### config.mk
export PLATFORM = sky130hd
export DESIGN_NAME = player_collision_probe
export DESIGN_NICKNAME = d
export VERILOG_FILES = /design/src/rtl/player_collision_probe.sv
export SDC_FILE = /design/constraint.sdc
export NUM_CORES = 1
export LEC_CHECK = 0
export CAP_MARGIN = 20
export CORE_UTILIZATION = 46
export CTS_CLUSTER_DIAMETER = 200
export CTS_CLUSTER_SIZE = 25
export DETAILED_ROUTE_END_ITERATION = 8
export PLACE_DENSITY = 0.67
export SYNTH_ARGS = -nofsm -noshare
export SYNTH_HDL_FRONTEND = slang
export SYNTH_SLANG_ARGS = --single-unit
### constraint.sdc
create_clock -name clock -period 9.96 [get_ports clock]
set_input_delay 1.494 -clock clock [delete_from_list [all_inputs] [get_ports clock]]
set_output_delay 1.494 -clock clock [all_outputs]
set_load 0.02 [all_outputs]
### src/rtl/player_collision_probe.sv
// Corner-probe sweep around player 0's sprite against the maze tile memory.
// Each sweep latches the position, issues eight reads and updates four collision flags together.
module player_collision_probe #(
    parameter int BASE_ADDR  = 4096,
    parameter int GRID_W     = 80,
    parameter int GRID_H     = 60,
    parameter int TILE_SHIFT = 3,
    parameter int SIZE       = 16
) (
    input  logic        clock,
    input  logic        reset,
    input  logic        enable,
    input  logic [31:0] player_x,
    input  logic [31:0] player_y,
    output logic [16:0] mem_addr,
    output logic        mem_rden,
    input  logic [31:0] mem_q,
    output logic        collision_up,
    output logic        collision_right,
    output logic        collision_down,
    output logic        collision_left,
    output logic        sweep_done
);
    // state | meaning
    // IDLE  | flags held, waiting for enable
    // LATCH | capture position, drive probe 0
    // ISSUE | one probe per cycle (k_q = 0..7), collect result of probe k-1
    // DRAIN | collect probe 7, load all four flags
    localparam logic [1:0] ST_IDLE  = 2'd0;
    localparam logic [1:0] ST_LATCH = 2'd1;
    localparam logic [1:0] ST_ISSUE = 2'd2;
    localparam logic [1:0] ST_DRAIN = 2'd3;

    localparam logic signed [31:0] X_LIMIT = 32'(GRID_W << TILE_SHIFT);
    localparam logic signed [31:0] Y_LIMIT = 32'(GRID_H << TILE_SHIFT);
    localparam logic signed [31:0] SZ      = 32'(SIZE);
    localparam logic signed [31:0] SZ_M1   = 32'(SIZE - 1);

    logic [1:0]  state_q, state_d;
    logic [2:0]  k_q, k_d;
    logic [31:0] px_q, px_d, py_q, py_d;
    logic [16:0] addr_q, addr_d;
    logic        rden_q, rden_d;
    logic        oor_a_q, oor_a_d, oor_b_q, oor_b_d;
    logic [7:0]  scratch_q, scratch_d;
    logic [3:0]  flags_q, flags_d;
    logic        done_q, done_d;

    logic [2:0]         probe_k;
    logic signed [31:0] base_x, base_y, probe_x, probe_y;
    logic               probe_oor;
    logic [16:0]        row_idx, col_idx, probe_addr;
    logic               hit;
    logic [7:0]         full;

    // Address generation runs one cycle ahead of the registered read port.
    always_comb begin
        probe_k = (state_q == ST_LATCH) ? 3'd0 : k_q + 3'd1;
        base_x  = (state_q == ST_LATCH) ? player_x : px_q;
        base_y  = (state_q == ST_LATCH) ? player_y : py_q;
        probe_x = base_x;
        probe_y = base_y;
        case (probe_k)
            3'd0: probe_y = base_y - 32'sd1;
            3'd1: begin probe_x = base_x + SZ_M1; probe_y = base_y - 32'sd1; end
            3'd2: probe_x = base_x + SZ;
            3'd3: begin probe_x = base_x + SZ;    probe_y = base_y + SZ_M1; end
            3'd4: probe_y = base_y + SZ;
            3'd5: begin probe_x = base_x + SZ_M1; probe_y = base_y + SZ; end
            3'd6: probe_x = base_x - 32'sd1;
            default: begin probe_x = base_x - 32'sd1; probe_y = base_y + SZ_M1; end
        endcase
        probe_oor = (probe_x < 32'sd0) || (probe_x >= X_LIMIT) ||
                    (probe_y < 32'sd0) || (probe_y >= Y_LIMIT);
        row_idx    = 17'(probe_y >>> TILE_SHIFT);
        col_idx    = 17'(probe_x >>> TILE_SHIFT);
        probe_addr = probe_oor ? 17'(BASE_ADDR)
                               : 17'(BASE_ADDR) + row_idx * 17'(GRID_W) + col_idx;
    end

    assign hit = oor_b_q | (mem_q != 32'd0);

    always_comb begin
        state_d   = state_q;
        k_d       = k_q;
        px_d      = px_q;
        py_d      = py_q;
        addr_d    = addr_q;
        rden_d    = 1'b0;
        oor_a_d   = oor_a_q;
        oor_b_d   = oor_a_q;
        scratch_d = scratch_q;
        flags_d   = flags_q;
        done_d    = 1'b0;
        full      = scratch_q;
        full[7]   = hit;
        case (state_q)
            ST_IDLE: begin
                if (enable) state_d = ST_LATCH;
            end
            ST_LATCH: begin
                px_d      = player_x;
                py_d      = player_y;
                scratch_d = 8'd0;
                k_d       = 3'd0;
                addr_d    = probe_addr;
                oor_a_d   = probe_oor;
                rden_d    = 1'b1;
                state_d   = ST_ISSUE;
            end
            ST_ISSUE: begin
                if (k_q != 3'd0) scratch_d[k_q - 3'd1] = hit;
                if (k_q == 3'd7) begin
                    state_d = ST_DRAIN;
                end else begin
                    k_d     = k_q + 3'd1;
                    addr_d  = probe_addr;
                    oor_a_d = probe_oor;
                    rden_d  = 1'b1;
                end
            end
            default: begin
                scratch_d = full;
                flags_d   = {|full[1:0], |full[3:2], |full[5:4], |full[7:6]};
                done_d    = 1'b1;
                state_d   = enable ? ST_LATCH : ST_IDLE;
            end
        endcase
    end

    always_ff @(posedge clock or posedge reset) begin
        if (reset) begin
            state_q   <= ST_IDLE;
            k_q       <= 3'd0;
            px_q      <= 32'd0;
            py_q      <= 32'd0;
            addr_q    <= 17'd0;
            rden_q    <= 1'b0;
            oor_a_q   <= 1'b0;
            oor_b_q   <= 1'b0;
            scratch_q <= 8'd0;
            flags_q   <= 4'b1111;
            done_q    <= 1'b0;
        end else begin
            state_q   <= state_d;
            k_q       <= k_d;
            px_q      <= px_d;
            py_q      <= py_d;
            addr_q    <= addr_d;
            rden_q    <= rden_d;
            oor_a_q   <= oor_a_d;
            oor_b_q   <= oor_b_d;
            scratch_q <= scratch_d;
            flags_q   <= flags_d;
            done_q    <= done_d;
        end
    end

    assign mem_addr        = addr_q;
    assign mem_rden        = rden_q;
    assign collision_up    = flags_q[3];
    assign collision_right = flags_q[2];
    assign collision_down  = flags_q[1];
    assign collision_left  = flags_q[0];
    assign sweep_done      = done_q;

endmodule

=== Yosys cells after proc, flatten, opt, wreduce, memory -nomap -nowiden ===
Cells that the tools add are included.

* Register bits: 102
* Bits of input ports: 99
* Output and inout port bits: 23
* Logic and storage cells: 92

* Add/subtract/negate cells: 10
* Multipliers: 1
* Magnitude comparators: 6
* Eq/ne operators: 13
* Mux-type cells: 24
* Bitwise gates (word level): 2
* Reduce and logical (&&, ||, !) cells: 24

{| class="wikitable"
|+ Operators by type and width
! operator !! number
|-
| 32-bit one-hot mux with 3 select lines || 2
|-
| 32-bit by 5-bit adder with 32-bit output, second input constant || 2
|-
| 32-bit by 6-bit adder with 32-bit output, second input constant || 2
|-
| 32-bit by 1-bit < comparator with 1-bit output, second input constant || 2
|-
| 32-bit two-way mux || 2
|-
| 32-bit by 2-bit subtractor with 32-bit output, second input constant || 2
|-
| 17-bit two-way mux || 2
|-
| 17-bit one-hot mux with 2 select lines || 1
|-
| 32-bit by 10-bit >= comparator with 1-bit output, second input constant || 1
|-
| 32-bit by 11-bit >= comparator with 1-bit output, second input constant || 1
|-
| 32-bit nonzero test || 1
|-
| 8-bit one-hot mux with 3 select lines || 1
|-
| 2-bit OR reduction || 10
|-
| 13-bit by 17-bit adder with 17-bit output, first input constant || 1
|-
| 17-bit adder || 1
|-
| 17-bit by 3-bit multiplier with 13-bit output, second input constant || 1
|-
| 3-bit == test, second input constant || 4
|-
| 8-bit bitwise mux || 1
|-
| 8-bit two-way mux || 1
|-
| 2-bit != test, second input constant || 4
|-
| 3-bit by 2-bit == test with 1-bit output, second input constant || 2
|-
| 3-bit two-way mux || 2
|-
| 2-bit one-hot mux with 3 select lines || 1
|-
| 3-bit one-hot mux with 2 select lines || 1
|-
| 22 further kinds || 32
|}

=== Logic depth before layout (Yosys ltp) ===
* Depth in word-level cells: 12
* Depth in mapped cells: 37
* Gate-level depth less buffers: 31

=== Least setup slack after synthesis ===
OpenSTA, ideal clock, no wires.

* Kind: reg-to-reg
* Start point: register k_q[0]
* End point: register addr_q[16], in the netlist mem_addr[16]
* Library setup time: 121 ps
* Data arrival time: 7820 ps
* Required time: 9839 ps
* Path slack: 2019 ps
* Stages on the path, launching flop included: 32
* Path buffers: 4
* Clock period less this slack: 7941 ps
* Path through: dfrtp_1 > clkbuf_1 > inv_1 > ha_1 > clkbuf_1 > clkbuf_1 > o21ai_0 > ha_1 > clkbuf_1 > a21oi_1 > a21boi_0 > xor2_1 > o221ai_1 > ha_1 > ha_1 > a21o_1 > a21oi_1 > nor2b_1 > o21a_1 > or3_1 > nand2_1 > ha_1 > inv_1 > ha_1 > nand3_1 > nand2_1 > a41o_1 > o21ai_0 > nand2b_1 > a21oi_1 > xnor2_1 > a22o_1

* Word-level cells in the longest chain between the ends: 12
* Elaborated cells on any way between the ends: 33
* Classes of those cells: 3 x add/sub; 1 x mul; 4 x order compare; 8 x eq/ne; 6 x mux; 11 x reduce/logical

{| class="wikitable"
|+ Ends and longest elaborated chain
! what !! line !! text
|-
| start, declared || 40 || <nowiki>logic [2:0] k_q, k_d;</nowiki>
|-
| start signal, assigned || 146 || <nowiki>k_q <= k_d;</nowiki>
|-
| parallel branches: the longest is 12 deep, another holds 17-bit by 3-bit multiplier with 13-bit output || n/a ||
|-
| end signal, assigned || 149 || <nowiki>addr_q <= addr_d;</nowiki>
|-
| end, declared || 42 || <nowiki>logic [16:0] addr_q, addr_d;</nowiki>
|}

Parallel ways; which one is timed is not known. The select of a mux whose other input is x is not followed.
A chain may end at the register's enable or synchronous reset.

=== Worst setup path in the final report ===
* Start point: register state_q[1]
* End point: register addr_q[16], in the netlist mem_addr[16]

* Elaborated cells on any way between the ends: 42
* Classes of those cells: 8 x add/sub; 1 x mul; 4 x order compare; 9 x eq/ne; 8 x mux; 12 x reduce/logical

{| class="wikitable"
|+ RTL lines
! what !! line !! text
|-
| start, declared || 39 || <nowiki>logic [1:0] state_q, state_d;</nowiki>
|-
| start signal, assigned || 145 || <nowiki>state_q <= state_d;</nowiki>
|-
| 2-bit by 1-bit == test with 1-bit output (*) || 60 || <nowiki>base_y = (state_q == ST_LATCH) ? player_y : py_q;</nowiki>
|-
| 32-bit two-way mux (*) || n/a ||
|-
| named net base_y[4] || 50 || <nowiki>logic signed [31:0] base_x, base_y, probe_x, probe_y;</nowiki>
|-
| 32-bit by 5-bit adder with 32-bit output, or another cell as far along || 67, 71 ||
|-
| 32-bit one-hot mux with 3 select lines (*) || 63 || <nowiki>case (probe_k)</nowiki>
|-
| 17-bit by 3-bit multiplier with 13-bit output or 32-bit by 1-bit < comparator with 1-bit output (tied branches) || 78, 74 ||
|-
| 13-bit by 17-bit adder with 17-bit output or 1-bit logical OR (tied branches) || 78, 73 ||
|-
| 17-bit adder or 1-bit logical OR (tied branches) || 78, 74 ||
|-
| 17-bit two-way mux (*) || 77 || <nowiki>probe_addr = probe_oor ? 17'(BASE_ADDR)</nowiki>
|-
| 17-bit two-way mux || 113 || <nowiki>if (k_q == 3'd7) begin</nowiki>
|-
| 17-bit one-hot mux with 2 select lines (*) || 97 || <nowiki>case (state_q)</nowiki>
|}

The timed path passes the listed nets; every way through them passes the cells marked *. The select of a mux whose other input is x is not followed.

==> impl_metrics.csv <==
group,metric,value,unit
run_status,status,"complete, no violations",
synthesis,yosysTopAreaCellShare,22.3,%
worst_hold_path,min_path_cells,0,
synthesis,synth.distinct_cells,89,
finish,area_delta_synth_final,16.0,%
critical_path,critical_path.max_fanout,54,
critical_path,crit_type,"flop to flop",
critical_path,crit_slowest_cell,"buf_4",
critical_path,critical_path.max_stage_delay,590,ps
synthesis,seq_area_frac_synth,23.3,%
clocking,cts_tree,"built",
floorplan,die_area,24300,µm²
sta,slew-limit-headroom,28.6,%
finish,fin_nets,1603,
detailed_routing,vias,10500,
detailed_routing,ant_nets,0,
clocking,clockRootBuffer,"clkbuf_16",
critical_path,crit_top_cell,"ha_1",
critical_path,path_delay_family,"adder cells",
floorplan,start_util,47.5,%
sta,hold_violations,0,
synthesis,synthCells,1308,
worst_hold_path,hold_end,"oor_b_q$_DFF_PP0_",
finish,multi_input_area,7820,µm²
global_route,grt_pass1_wl,55000,µm
detailed_routing,drtPass1Iterations,5,
sta,period_minus_slack,7380,ps
critical_path,cp-end-kind,"flop",
detailed_routing,wirelength,34100,µm
detailed_routing,post_drt_wl_per_cell,19.9,µm
finish,fillers,2154,
clocking,cts_hold_buf,0,
sta,skew,14.9,ps
clocking,cts_resized,0,
floorplan,die-height,156,µm
placement,place_congestion,0.970,
sta,setup-violations-final,0,
placement,io_buffers,121,
clocking,h-tree-depth,3,
detailed_routing,drc,0,
synthesis,yosysTopAreaCell,"dfrtp_1",
clocking,clock_latency,360,ps
detailed_routing,routed_via_density,6.15,
synthesis,syn_avg_cell_area,8.33,µm²
critical_path,cp_data_required_time,10210,ps
critical_path,worst-path-buf-inv,2,
sta,worst_pin_slew,1070,ps
clocking,clk_transition_reported_paths,80,ps
worst_hold_path,worstHoldStart,"oor_a_q$_DFFE_PP0P_",
finish,drive_above_1_share,6.63,%
sta,max_freq,136,MHz
synthesis,synth_nets,1514,
floorplan,placementRows,55,
finish,seq_area,2530,µm²
sta,holdWs,382,ps
sta,tns,0,ps
synthesis,synthArstFlopShare,100,%
sta,rsz0062_at_grt,"false",
global_route,grt.overflow.total,0,
synthesis,ys.flop_type,"dfrtp_1",
critical_path,startpoint_type,"flop",
floorplan,core_area,22900,µm²
floorplan,die_x,156,µm
critical_path,r2r_end,"mem_addr[16]$_DFFE_PP0P_",
critical_path,timing.rr.start,"state_q[1]$_DFFE_PP0P_",
detailed_routing,drtIter0Drc,729,
synthesis,yosys-top-cells-area,"dfrtp_1 22%, ha_1 12%, xnor2_1 4.9%",
sta,post-route-period-util,74.1,%
clocking,clock_path_buffers,2,
placement,hpwl,27000,µm
job,cap_violations,0,
floorplan,ios,122,
worst_hold_path,min_path_type,"flop to flop",
critical_path,reg2regPathDepth,29,
global_route,antenna_found_initial,1,
sta,finalMaxSlewViolations,0,
synthesis,ys_seq_elements,101,
synthesis,synth_warnings,0,
clocking,numCtsBuffers,9,
synthesis,netlist_area,10900,µm²
global_route,grt_use_total,28.9,%
critical_path,cp_data_arrival_time,7630,ps
synthesis,synth-edff-count,0,
global_route,grt_max_degree,61,
critical_path,ff2ff_setup_slack,2580,ps
global_route,grt_pass1_vias,10400,
clocking,postCtsSetupBuffers,0,
clocking,cts_sinks,101,
## state kept, by name, indices dropped and copies added, names as in the netlist
| register | flops |
|---|---|
| mem_addr | 17 |
| sweep_done | 1 |
| flags_q | 4 |
| state_q | 2 |
| oor_a_q | 1 |
| oor_b_q | 1 |
| px_q | 32 |
| mem_rden | 1 |
| scratch_q | 7 |
| k_q | 3 |
| py_q | 32 |
## synthesized netlist by cell type, drive strengths merged (5+ instances only)
cell type and instances:
a2111oi 6, a211oi 13, a21boi 5, a21o 32, a21oi 103, a22o 24, a22oi 14, a31oi 22
and2 6, and3 9, buf 16, clkbuf 40, dfrtp 97, ha 105, inv 69, mux2 37
mux2i 34, nand2 104, nand2b 11, nand3 38, nand3b 9, nand4 41, nand4b 7, nor2 76
nor2b 18, nor3 30, nor3b 5, nor4 21, nor4b 6, o2111ai 7, o211ai 10, o21a 9
o21ai 74, o21bai 6, o221ai 8, o22ai 12, o31ai 6, or2 5, or3 8, xnor2 61
xor2 37
## cell families (layout without fill, tap and decap cells)
family	Yosys count	after routing	synth area share, %
multiplexers	71	71	7.02
other	0	1	0
AO/OA/AOI/OAI	398	398	24.6
flip-flops	101	101	23.3
AND/OR/NAND/NOR	408	408	19.7
adder cells (fa/ha/maj)	107	107	12.4
buffers and inverters	125	219	5.09
XOR/XNOR	98	98	7.88
## cell usage in the layout, fill, tap and decap left out, drive strengths merged, types with 14 or more instances in the layout
cell type,n
a21o,32
a22o,24
dfrtp,97
xnor2,61
a22oi,14
nor2b,18
nor3,30
inv,71
clkdlybuf4s50,121
nand3,38
a31oi,22
mux2,37
nor4,21
mux2i,34
nor2,76
o21ai,74
nand2,104
xor2,37
a21oi,103
ha,105
nand4,41
## metal layers
metal	vias up	track usage [%]	wire (µm)
li1	5118	-	-
met1	4996	37.8	15300
met2	366	47.3	15400
met3	67	5.47	2300
met4	0	10.2	1080
met5	-	0	0
## worst max path at each step
stage | from | endpoint | slack [ps] | cells past startpoint
after CTS | state_q[1]$_DFFE_PP0P_ | mem_addr[16]$_DFFE_PP0P_ | 2620 | 29
after detailed placement | player_y[4] | mem_addr[16]$_DFFE_PP0P_ | 2590 | 26
final | state_q[1]$_DFFE_PP0P_ | mem_addr[16]$_DFFE_PP0P_ | 2580 | 29
after floorplan | k_q[0]$_DFFE_PP0P_ | mem_addr[16]$_DFFE_PP0P_ | 2020 | 31
after global placement | player_y[4] | mem_addr[16]$_DFFE_PP0P_ | 2720 | 27
after global routing | state_q[1]$_DFFE_PP0P_ | mem_addr[16]$_DFFE_PP0P_ | 2020 | 29
## area by class of cell
type | instances | share of cell area, %
Antenna cell | 1 | 0.0198
Multi-Input combinational cell | 1082 | 61.9
Inverter | 69 | 2.07
Sequential cell | 101 | 20.0
Clock buffer | 9 | 1.78
Clock inverter | 7 | 0.634
Timing Repair Buffer | 134 | 10.4
Tap cell | 313 | 3.10
## per-stage QoR
stage	instances	cell area, µm²	setup slack (ps)	utilization (%)
2_1_floorplan	1308	10900	2020	-
3_3_place_gp	1698	12300	2720	53.7
3_5_place_dp	1699	12300	2590	53.8
4_1_cts	1715	12600	2620	55.1
5_1_grt	1716	12600	2020	55.1
6_report	1716	12600	2580	55.1
Power is not shown: default switching activity piles up to over one toggle a cycle in this logic, so the estimate is an artifact.
